--- config.mk ---
export PLATFORM = sky130hd
export DESIGN_NAME = mcu_tx_arbiter
export DESIGN_NICKNAME = d
export VERILOG_FILES = /design/src/rtl/mcu_tx_arbiter_pkg.sv /design/src/rtl/mcu_tx_arbiter_rr_pick.sv /design/src/rtl/mcu_tx_arbiter.sv
export SDC_FILE = /design/constraint.sdc
export NUM_CORES = 1
export LEC_CHECK = 0
export BUFFER_PORTS_ARGS = -buffer_cell sky130_fd_sc_hd__buf_2
export CORE_AREA = 2 2 94 96
export DETAILED_ROUTE_END_ITERATION = 8
export DIE_AREA = 0 0 96 98
export GPL_TIMING_DRIVEN = 0
export PLACE_DENSITY = 0.82
export SLEW_MARGIN = 40
export SYNTH_ARGS = -nofsm -noshare
export SYNTH_HDL_FRONTEND = slang
export SYNTH_SLANG_ARGS = --single-unit
--- constraint.sdc ---
create_clock -name clk -period 3.45 [get_ports clk]
set_input_delay 0.69 -clock clk [delete_from_list [all_inputs] [get_ports clk]]
set_output_delay 0.69 -clock clk [all_outputs]
set_load 0.05 [all_outputs]
--- src/rtl/mcu_tx_arbiter_pkg.sv ---
`timescale 1ns/1ps
`default_nettype none
// ============================================================================
// Module      : mcu_tx_arbiter_pkg
// Description : Shared definitions for the MCU UART transmit arbiter:
//               arbiter state encoding, requester slot indices and the
//               frame delimiter codes used by the frame generators.
// Revision    : 1.0 - initial release
// ============================================================================
package mcu_tx_arbiter_pkg;

  // Arbiter state encoding
  typedef enum logic [1:0] {
    IDLE  = 2'd0,
    GRANT = 2'd1,
    DRAIN = 2'd2
  } arb_state_t;

  // Requester slot assignment on the shared transmitter
  localparam int REQ_ENQUIRE = 0;  // parameter enquire reply
  localparam int REQ_SET_ACK = 1;  // parameter-set acknowledge
  localparam int REQ_UPLOAD  = 2;  // wave data upload

  // Frame delimiter codes
  localparam logic [7:0] FRAME_HEAD = 8'h68;
  localparam logic [7:0] FRAME_TAIL = 8'h16;

endpackage
`default_nettype wire

--- src/rtl/mcu_tx_arbiter_rr_pick.sv ---
`timescale 1ns/1ps
`default_nettype none
// ============================================================================
// Module      : mcu_tx_arbiter_rr_pick
// Description : Combinational round-robin selector. Returns a one-hot pick
//               of the first asserted request, searching upward from the
//               slot after the last grant and wrapping at N.
// Ports       : req  - request vector (N)
//               last - index of the most recently granted requester
//               pick - one-hot selection, zero when req is zero
// Revision    : 1.0 - initial release
// ============================================================================
module mcu_tx_arbiter_rr_pick #(
  parameter int N     = 3,
  parameter int IDX_W = (N > 1) ? $clog2(N) : 1
) (
  input  logic [N-1:0]     req,
  input  logic [IDX_W-1:0] last,
  output logic [N-1:0]     pick
);

  int   w_idx;
  logic w_found;

  always_comb begin
    pick    = '0;
    w_found = 1'b0;
    w_idx   = 0;
    // Offsets 1..N visit every slot once, the last granted slot last.
    for (int k = 1; k <= N; k++) begin
      w_idx = int'(last) + k;
      if (w_idx >= N) begin
        w_idx = w_idx - N;
      end
      if (!w_found && req[w_idx[IDX_W-1:0]]) begin
        pick[w_idx[IDX_W-1:0]] = 1'b1;
        w_found                = 1'b1;
      end
    end
  end

endmodule
`default_nettype wire

--- src/rtl/mcu_tx_arbiter.sv ---
`timescale 1ns/1ps
`default_nettype none
// ============================================================================
// Module      : mcu_tx_arbiter
// Description : Shares one UART transmitter among N frame generators.
//               Whole frames are granted round-robin; the owner's bytes and
//               start pulses are forwarded, idle status is returned only to
//               the owner, a guard gap of idle cycles separates frames and
//               a watchdog forces release of a stuck owner.
// Ports       : clk, rst       - clock, synchronous active-high reset
//               req            - per-requester frame run flag (N)
//               req_tx_data    - requester bytes, byte i at [8i+7:8i]
//               req_start_tx   - per-requester byte start pulse (N)
//               req_tx_idle    - idle status returned to requesters (N)
//               grant          - one-hot current owner (N)
//               uart_tx_data   - byte to the UART
//               uart_start_tx  - byte start pulse to the UART
//               uart_tx_idle   - UART idle status
//               timeout_err    - one-cycle pulse on forced release
// Revision    : 1.0 - initial release
// ============================================================================
module mcu_tx_arbiter
  import mcu_tx_arbiter_pkg::*;
#(
  parameter int N           = 3,
  parameter int TIMEOUT_CYC = 50000000,
  parameter int GUARD_CYC   = 16
) (
  input  logic           clk,
  input  logic           rst,
  input  logic [N-1:0]   req,
  input  logic [8*N-1:0] req_tx_data,
  input  logic [N-1:0]   req_start_tx,
  output logic [N-1:0]   req_tx_idle,
  output logic [N-1:0]   grant,
  output logic [7:0]     uart_tx_data,
  output logic           uart_start_tx,
  input  logic           uart_tx_idle,
  output logic           timeout_err
);

  localparam int IDX_W = (N > 1) ? $clog2(N) : 1;
  localparam int TMR_W = $clog2(TIMEOUT_CYC + 1);
  localparam int GRD_W = $clog2(GUARD_CYC + 1);

  arb_state_t       r_state;
  logic [IDX_W-1:0] r_last;        // last granted slot, also the current owner
  logic [N-1:0]     r_pend;
  logic [7:0]       r_pend_data [N];
  logic [TMR_W-1:0] r_timer;
  logic [GRD_W-1:0] r_guard;

  logic [7:0]       w_req_byte [N];
  logic [N-1:0]     w_pick;
  logic [IDX_W-1:0] w_pick_idx;

  for (genvar i = 0; i < N; i++) begin : g_unpack
    assign w_req_byte[i] = req_tx_data[8*i +: 8];
  end

  mcu_tx_arbiter_rr_pick #(
    .N     (N),
    .IDX_W (IDX_W)
  ) u_rr_pick (
    .req  (req),
    .last (r_last),
    .pick (w_pick)
  );

  always_comb begin
    w_pick_idx = '0;
    for (int i = 0; i < N; i++) begin
      if (w_pick[i]) begin
        w_pick_idx = IDX_W'(i);
      end
    end
  end

  // Only the owner sees the UART go busy; everyone else reads idle.
  assign req_tx_idle = ~(grant & {N{~uart_tx_idle}});

  always_ff @(posedge clk) begin
    if (rst) begin
      r_state       <= IDLE;
      r_last        <= IDX_W'(N - 1);
      r_pend        <= '0;
      r_timer       <= '0;
      r_guard       <= '0;
      grant         <= '0;
      uart_tx_data  <= '0;
      uart_start_tx <= 1'b0;
      timeout_err   <= 1'b0;
      for (int i = 0; i < N; i++) begin
        r_pend_data[i] <= '0;
      end
    end else begin
      uart_start_tx <= 1'b0;
      timeout_err   <= 1'b0;

      // Non-owners: hold one early byte, forget it if the frame is abandoned.
      for (int i = 0; i < N; i++) begin
        if (!grant[i]) begin
          if (req[i] && req_start_tx[i]) begin
            r_pend[i]      <= 1'b1;
            r_pend_data[i] <= w_req_byte[i];
          end else if (!req[i]) begin
            r_pend[i] <= 1'b0;
          end
        end
      end

      case (r_state)
        IDLE: begin
          r_guard <= '0;
          if (|req) begin
            grant   <= w_pick;
            r_last  <= w_pick_idx;
            r_timer <= '0;
            r_state <= GRANT;
          end
        end

        GRANT: begin
          r_timer <= r_timer + 1'b1;
          // A held byte goes out first; a live pulse colliding with it is
          // queued behind it so byte order is kept.
          if (r_pend[r_last]) begin
            uart_tx_data  <= r_pend_data[r_last];
            uart_start_tx <= 1'b1;
            if (req_start_tx[r_last]) begin
              r_pend_data[r_last] <= w_req_byte[r_last];
            end else begin
              r_pend[r_last] <= 1'b0;
            end
          end else if (req_start_tx[r_last]) begin
            uart_tx_data  <= w_req_byte[r_last];
            uart_start_tx <= 1'b1;
          end

          if (r_timer == TMR_W'(TIMEOUT_CYC - 1)) begin
            timeout_err    <= 1'b1;
            r_pend[r_last] <= 1'b0;
            grant          <= '0;
            r_guard        <= '0;
            r_state        <= DRAIN;
          end else if (!req[r_last]) begin
            grant   <= '0;
            r_guard <= '0;
            r_state <= DRAIN;
          end
        end

        DRAIN: begin
          if (!uart_tx_idle) begin
            r_guard <= '0;
          end else if (r_guard == GRD_W'(GUARD_CYC - 1)) begin
            r_guard <= '0;
            r_state <= IDLE;
          end else begin
            r_guard <= r_guard + 1'b1;
          end
        end

        default: begin
          grant   <= '0;
          r_state <= IDLE;
        end
      endcase
    end
  end

endmodule
`default_nettype wire

# Yosys cells after proc, flatten, opt, wreduce, memory -nomap -nowiden
# Memory sizes are Yosys's and may differ from the RTL's. A register that Yosys moved wholly into a read port is not among the register bits.
# Cells that the tools add are included.
[totals] ff_bits=51 ram_bits=24 inputBits=33 output_inout_bits=16 elab_cells=171 n_memories=1
[mem_list] memory="r_pend_data" words=3 width=8 rd=1 rd_ports_with_merged_regs=1 wr=4 line_no="mcu_tx_arbiter.sv:49" source="logic [7:0] r_pend_data [N];"
[classes] add_sub_neg=8 magnitude_cmp=12 eq_ne=8 mux=96 bitwise_logic=14 reduce_logical=23
[ops] op="2-to-1 mux 8 bit" count=7
[ops] op="case mux 26 bit (2 select lines)" count=1
[ops] op="2-to-1 mux 1 bit" count=46
[ops] op="2-to-1 mux 3 bit" count=12
[ops] op="adder 26 x 1 -> 26 bit (second input constant)" count=1
[ops] op="equality test 26 bit (second input constant)" count=1
[ops] op="2-to-1 mux 26 bit" count=1
[ops] op="2-to-1 mux 2 bit" count=11
[ops] op="2-to-1 mux 5 bit" count=4
[ops] op="binary-select mux 8 bit (select 2 bit)" count=1
[ops] op="case mux 5 bit (3 select lines)" count=1
[ops] op="binary-select mux 1 bit (select 2 bit)" count=6
[ops] op="< comparator 2 x 3 -> 1 bit (second input constant)" count=4
[ops] op="AND 3 bit" count=3
[ops] op="greater-or-equal comparator 3 x 2 -> 1 bit (second input constant)" count=3
[ops] op="logical AND 1 bit" count=9
[ops] op="case mux 3 bit (3 select lines)" count=1
[ops] op="demux 1 bit (select 2 bit)" count=4
[ops] op="greater-or-equal comparator 2 x 1 -> 1 bit (second input constant)" count=4
[ops] op="AND reduction 2 bit" count=4
[ops] op="adder 2 x 2 -> 3 bit (second input constant)" count=2
[ops] op="inequality test 2 bit (second input constant)" count=3
[ops] op="NOT 3 bit" count=2
[ops] op="bitwise OR 3 bit" count=2
[ops] op="other kinds (20)" count=28

# Logic depth before layout (Yosys ltp)
# Gate-level depths: netlist of run 1.
[depth] word_depth=16 ltp_mapped=10 depth_no_buf=7

# Hierarchy
# A second synthesis of run 1 with hierarchy kept.
[hier_totals] cells_unflattened=490 area_unflattened_um2=4745.8
[by_module_without_submodules] mod="mcu_tx_arbiter" n_inst=1 cells_each=453 area_per_inst_um2=4471.8 seq_area_each_um2=2021.9
[by_module_without_submodules] mod="mcu_tx_arbiter_rr_pick" n_inst=1 cells_each=37 area_per_inst_um2=274.0 seq_area_each_um2=0.0

# Worst setup path before layout of run 1
# OpenSTA, ideal clock, no wires.
[synth_path] path_kind="flip-flop to flip-flop" from="register r_last[1]" to="memory r_pend_data[1][0] (enable)" setup_time_ps=330 arrival_ps=2131 required_time_ps=3120 setup_slack_ps=989 stages_incl_launch_ff=9 n_path_buf=4 period_less_slack_ps=2461 path_cell_list="dfxtp_1 > buf_2 > clkbuf_1 > inv_1 > ha_1 > clkbuf_1 > nand4_1 > clkbuf_1 > nand3_1"
[synth_rtl] element="from (decl)" line_no="mcu_tx_arbiter.sv:47" source="logic [IDX_W-1:0] r_last;"
[synth_rtl] element="from (signal assigned)" line_no="mcu_tx_arbiter.sv:85" source="r_last <= IDX_W'(N - 1);"
[synth_rtl] element="from (signal assigned)" line_no="mcu_tx_arbiter.sv:117" source="r_last <= w_pick_idx;"
[synth_rtl] element="to (decl)" line_no="mcu_tx_arbiter.sv:49"

==> impl_metrics.py, run 1 <==
metrics = {
    "run_status": {
        "status": "finished clean",
    },
    "global_routing": {
        "grt_first_pass_wirelength_mm": 17.7,
        "grt_usage": 0.245,
        "antenna_found_initial": 0,
        "grt_max_degree": 16,
        "overflow": 0,
        "grt_pass1_vias": 3779,
    },
    "power_and_ir_drop": {
        "max-vdd-ir-drop_uv": 302,
        "p_int_uw": 1820,
        "swShare": 0.317,
        "seqPwrFrac": 0.435,
        "p_leak_uw": 0.00187,
        "pwr-share-clk": 0.324,
        "pwr-share-comb": 0.241,
        "cellPowerDensity_nw_per_um2": 524,
        "switchingPower_uw": 842,
    },
    "logic_synthesis": {
        "async_flop_share": 0,
        "syn_inst": 474,
        "yosys_register_bits": 85,
        "ys_seq_area_frac": 0.452,
        "postSynth.topFlopCell": "dfxtp_1",
        "synth_edf_count": 32,
        "avgSynthCellArea_sq_um": 9.44,
        "synthesis.nets": 516,
        "syn_area_sq_um": 4470,
        "ys_warn_count": 0,
        "synth.distinct_cells": 55,
    },
    "timing": {
        "finalSetupViolations": 0,
        "max-slew-margin-rel": 0.515,
        "fin_tns_setup_ns": 0,
        "worst_slew_pin_slew_ns": 0.728,
        "layout_min_cycle_time_ns": 3.22,
        "hold_ws_ns": 0.502,
        "rsz0062_at_grt": "false",
        "timing_hold_violations_final": 0,
        "report.final.slew_viol_count": 0,
        "fin_worst_skew_ns": 0.0153,
        "fmax_ghz": 0.311,
        "fin_crit_sh": 0.933,
    },
    "worst_setup_path": {
        "worst_path_largest_cell_delay_ns": 0.56,
        "end_kind": "flop",
        "slowest_stage": "dfxtp_1",
        "worstSetupPathType": "reg2reg",
        "path_max_fanout": 14,
        "crit_top_cell": "clkbuf_1",
        "startpoint_type": "flop",
        "cp_top_family": "buffers and inverters",
        "arrival_ns": 3.18,
        "crit_chain": "inv_1 > ha_1 > clkbuf_1 > nand4_1 > clkbuf_1 > nand3_1",
        "cp.required_ns": 3.41,
        "cp_num_buf_inv": 3,
    },
    "route": {
        "drt_iter0_drc": 313,
        "wl_per_cell_microns": 17.4,
        "drt-pass1-iter-count": 5,
        "vias": 3930,
        "routed_via_density": 6.12,
        "remaining_drc_errors": 0,
        "drt_wl_total_mm": 11.2,
        "ant_nets": 0,
    },
    "clock_network": {
        "clock_latency_ns": 0.36,
        "cts_tree": "yes",
        "clk_pin_slew_ns": 0.09,
        "cts-buffers-inserted": 9,
        "clkSinkCount": 85,
        "h-tree-depth": 3,
        "root_buffer": "clkbuf_8",
        "cts_resized": 0,
        "cts_max_path_buffers": 2,
        "postCtsSetupBuffers": 0,
    },
    "place": {
        "gp_congestion": 0.869,
        "dp_hpwl_mm": 7.73,
        "io_buffers": 46,
    },
    "worst_hold_path": {
        "hold_class": "reg2reg",
    },
    "floorplanning": {
        "dieArea_sq_um": 9410,
        "start_util": 0.528,
        "core-area_sq_um": 8470,
        "io_pins": 49,
        "num_rows": 34,
        "dieHeight_microns": 98,
        "die_w_microns": 96,
    },
    "flow_run": {
        "cap_violations": 0,
    },
    "cells_and_area": {
        "drive_gt1_frac": 0.184,
        "mostFrequentLayoutCells": "56 x nor2_1, 53 x dfxtp_1, 51 x buf_2",
        "area_growth_pct": 13.6,
        "layout_commonest_cell": "nor2_1",
        "layout.nets": 571,
        "num_antenna_cells": 0,
    },
}
## synth_stat cells, types with 3 or more instances
cell type	number	share of area
o21ai_1	25	0.028
inv_1	20	0.017
nor2_1	56	0.047
a31o_2	4	0.0078
mux4_2	8	0.040
nand3_1	41	0.046
nand2b_1	8	0.011
clkbuf_1	19	0.016
and4_1	3	0.0059
dfxtp_1	53	0.24
nand2_1	19	0.016
a31oi_1	4	0.0056
a211oi_1	8	0.013
xnor2_1	18	0.035
o221ai_1	4	0.0078
nor2b_1	8	0.011
buf_2	5	0.0056
and3_1	3	0.0042
nor4_1	3	0.0042
a22oi_1	10	0.017
a21oi_1	16	0.018
mux2_2	11	0.028
nor3_1	24	0.027
ha_1	9	0.025
buf_1	4	0.0034
o2bb2ai_1	4	0.0078
o21ai_0	9	0.010
edfxtp_1	32	0.21
nand4_1	6	0.0084
nor4b_1	3	0.0059
or3_1	6	0.0084
## worst register-to-register path, cell delays in order (launching register included)
cell and delay, ns:
dfxtp_1 0.56, inv_1 0.36, ha_1 0.31, clkbuf_1 0.21
nand4_1 0.39, clkbuf_1 0.50, nand3_1 0.50
## per-stage QoR
| step | total power [uW] | instance area [sq um] | utilization | setup WS, ns | std cells |
|---|---|---|---|---|---|
| finish | 2660 | 5080 | 0.600 | 0.230 | 642 |
| global route | 2770 | 5080 | 0.600 | 0.104 | 642 |
| CTS | 2660 | 5080 | 0.601 | 0.0477 | 644 |
| detailed placement | 1810 | 4840 | 0.572 | 0.0694 | 628 |
| global placement | 1790 | 4840 | 0.572 | 0.0503 | 628 |
| floorplan | 1640 | 4470 | - | 0.989 | 474 |
## area by class of cell
type	count	area (sq um)
fillers	718	3390
multi-input cells	338	2240
flip-flops and latches	85	2020
repair buffers	46	230
well taps	108	135
plain buffers	29	130
clock buffers	9	124
clock inverters	7	121
inverters	20	75.1
## flip-flops by register name (all words and copies together) (netlist names), named ones only
signal         count
r_last             2
r_timer           26
r_pend             3
timeout_err        1
uart_start_tx      1
grant              3
r_state            2
r_pend_data       32
r_guard            5
uart_tx_data       8
## metal layers
metal	vias up	global-route usage	share of wire
li1	1846	-	-
met1	1855	0.318	0.41
met2	202	0.394	0.48
met3	27	0.0517	0.087
met4	0	0.103	0.025
met5	-	0	0
## logic make-up after synthesis
group           Yosys count  share of synthesized area
compound gates           96                      0.137
xor+xnor                 20                     0.0392
fa+ha+maj                 9                     0.0252
buf+inv                  51                     0.0475
flops                    85                      0.452
mux                      21                     0.0724
simple gates            192                      0.227
## power by group through the flow
stage	registers [uW]	logic (uW)	clock network [uW]
after floorplan	1250	396	0
after global placement	1180	615	0
after detailed placement	1180	629	0
after CTS	1160	636	867
after global routing	1170	695	908
final	1160	641	861
## worst paths after layout
check	startpoint	to	slack, ns	depth (start not counted)
max reg2reg	r_last[0]	r_pend_data[2][6]	0.23	6
min	uart_tx_data[3]	uart_tx_data[3]	0.50	2
min reg2reg	uart_tx_data[3]	uart_tx_data[3]	0.50	2
max	r_last[0]	r_pend_data[2][6]	0.23	6
## timing repair
item	CTS	global route
setup endpoints to repair	0	18
hold buffers	0	0
hold endpoints to repair	0	0
No activity file was read; power rests on OpenSTA's default activity.
==> inputs of run 2 (changes only) <==
- PLACE_DENSITY: 0.82 -> 0.85
==> impl_metrics.py, run 2 (synthesis gave the netlist of run 1 again) <==
metrics = {
    "worst_setup_path": {
        "crit_top_cell": "clkbuf_1",
        "reg2reg_depth": 6,
        "arrival_ns": 3.13,
        "startpoint": "r_last[0]",
        "slowest_stage": "dfxtp_1",
        "crit_chain": "inv_1 > ha_1 > clkbuf_1 > nand4_1 > clkbuf_1 > nand3_1",
        "startpoint_type": "flop",
        "end_kind": "flop",
        "reg2reg_to": "r_pend_data[2][7]",
        "rr_startpoint": "r_last[0]",
        "cp.required_ns": 3.41,
        "cp_top_family": "buffers and inverters",
        "path_max_fanout": 14,
        "cp_num_buf_inv": 3,
        "worstSetupPathType": "reg2reg",
        "rrSetupSlack_ns": 0.28,
        "worst_path_largest_cell_delay_ns": 0.56,
    },
    "timing": {
        "fin_worst_skew_ns": 0.0151,
        "fmax_ghz": 0.316,
        "worst_slew_pin_slew_ns": 0.685,
        "hold_ws_ns": 0.496,
        "fin_tns_setup_ns": 0,
        "layout_min_cycle_time_ns": 3.17,
        "fin_crit_sh": 0.918,
        "max-slew-margin-rel": 0.543,
        "timing_hold_violations_final": 0,
        "rsz0062_at_grt": "false",
        "finalSetupViolations": 0,
        "report.final.slew_viol_count": 0,
    },
    "global_routing": {
        "grt_usage": 0.247,
        "grt_pass1_vias": 3771,
        "grt_max_degree": 16,
        "antenna_found_initial": 0,
        "overflow": 0,
        "grt_first_pass_wirelength_mm": 18.3,
    },
    "cells_and_area": {
        "num_antenna_cells": 0,
        "mostFrequentLayoutCells": "56 x nor2_1, 53 x dfxtp_1, 51 x buf_2",
        "nFillCells": 708,
        "drive_gt1_frac": 0.182,
        "largest_register_ffs": 32,
        "largest-register": "r_pend_data",
        "top_regs": "r_pend_data (32), r_timer (26), uart_tx_data (8)",
        "layout.nets": 571,
        "layout_commonest_cell": "nor2_1",
        "area_growth_pct": 12.4,
    },
    "clock_network": {
        "cts-buffers-inserted": 9,
        "cts_max_path_buffers": 2,
        "postCtsHoldBufs": 0,
        "clock_latency_ns": 0.37,
        "root_buffer": "clkbuf_8",
        "clk_pin_slew_ns": 0.10,
        "h-tree-depth": 3,
        "cts_tree": "yes",
        "postCtsSetupBuffers": 0,
        "cts_resized": 0,
        "clkSinkCount": 85,
    },
    "floorplanning": {
        "num_rows": 34,
        "die_w_microns": 96,
        "dieArea_sq_um": 9410,
        "core-area_sq_um": 8470,
        "start_util": 0.528,
        "io_pins": 49,
        "dieHeight_microns": 98,
    },
    "route": {
        "ant_nets": 0,
        "drt_wl_total_mm": 11.0,
        "drt-pass1-iter-count": 5,
        "vias": 3908,
        "remaining_drc_errors": 0,
        "drt_iter0_drc": 346,
        "routed_via_density": 6.09,
        "wl_per_cell_microns": 17.1,
    },
    "power_and_ir_drop": {
        "p_int_uw": 1670,
        "pwr-share-clk": 0.289,
        "cellPowerDensity_nw_per_um2": 502,
        "switchingPower_uw": 853,
        "seqPwrFrac": 0.459,
        "swShare": 0.338,
        "pwr-share-comb": 0.252,
        "p_leak_uw": 0.00185,
        "max-vdd-ir-drop_uv": 269,
    },
    "worst_hold_path": {
        "whs_endpoint": "uart_tx_data[0]",
        "min_from": "uart_tx_data[0]",
        "hold_class": "reg2reg",
        "holdPathStages": 2,
    },
    "run_status": {
        "status": "finished clean",
    },
    "place": {
        "gp_congestion": 0.926,
        "io_buffers": 46,
        "dp_hpwl_mm": 7.82,
    },
    "flow_run": {
        "cap_violations": 0,
    },
}
## run 2: final cells by class
cell class              count  area, sq um  share of cell area
clock inverters             7         72.6              0.0144
multi-input cells         338         2240               0.445
inverters                  20         75.1              0.0149
flip-flops and latches     85         2020               0.402
plain buffers              29          130              0.0259
well taps                 108          135              0.0269
repair buffers             46          230              0.0458
clock buffers               9          124              0.0246
## run 2: power groups by stage
stage               logic, uW  clock network, uW  registers (uW)
floorplan                 396                  0            1250
global placement          611                  0            1180
detailed placement        627                  0            1180
CTS                       633                723            1160
global route              698                760            1170
finish                    636                728            1160
## run 2: tightest hold or removal path: stages, from the launching register on
cell and delay, ns:
dfxtp_1 0.31, nor2_1 0.09, nor3_1 0.05
## run 2: worst max-delay path by stage
stage / cells after the start / to
floorplan: 8 / r_pend_data[1][0]
global placement: 8 / r_pend_data[1][6]
detailed placement: 8 / r_pend_data[1][6]
CTS: 8 / r_pend_data[1][3]
global route: 6 / r_pend_data[2][7]
finish: 6 / r_pend_data[2][7]
## run 2: metrics by stage
stage / cells / cell area (sq um) / total power (uW) / utilization / setup WS, ns
6_report: 642 / 5030 / 2520 / 0.594 / 0.283
5_1_grt: 642 / 5030 / 2620 / 0.594 / 0.110
4_1_cts: 644 / 5030 / 2510 / 0.595 / 0.0604
3_5_place_dp: 628 / 4840 / 1810 / 0.572 / 0.0657
3_3_place_gp: 628 / 4840 / 1790 / 0.572 / 0.161
2_1_floorplan: 474 / 4470 / 1640 / - / 0.989
## run 2: metal layers
metal | part of all wire | GRT usage | vias to the layer above
li1 | - | - | 1850
met4 | 0.018 | 0.0978 | 0
met3 | 0.077 | 0.0455 | 20
met5 | 0 | 0 | -
met2 | 0.49 | 0.400 | 191
met1 | 0.41 | 0.327 | 1847
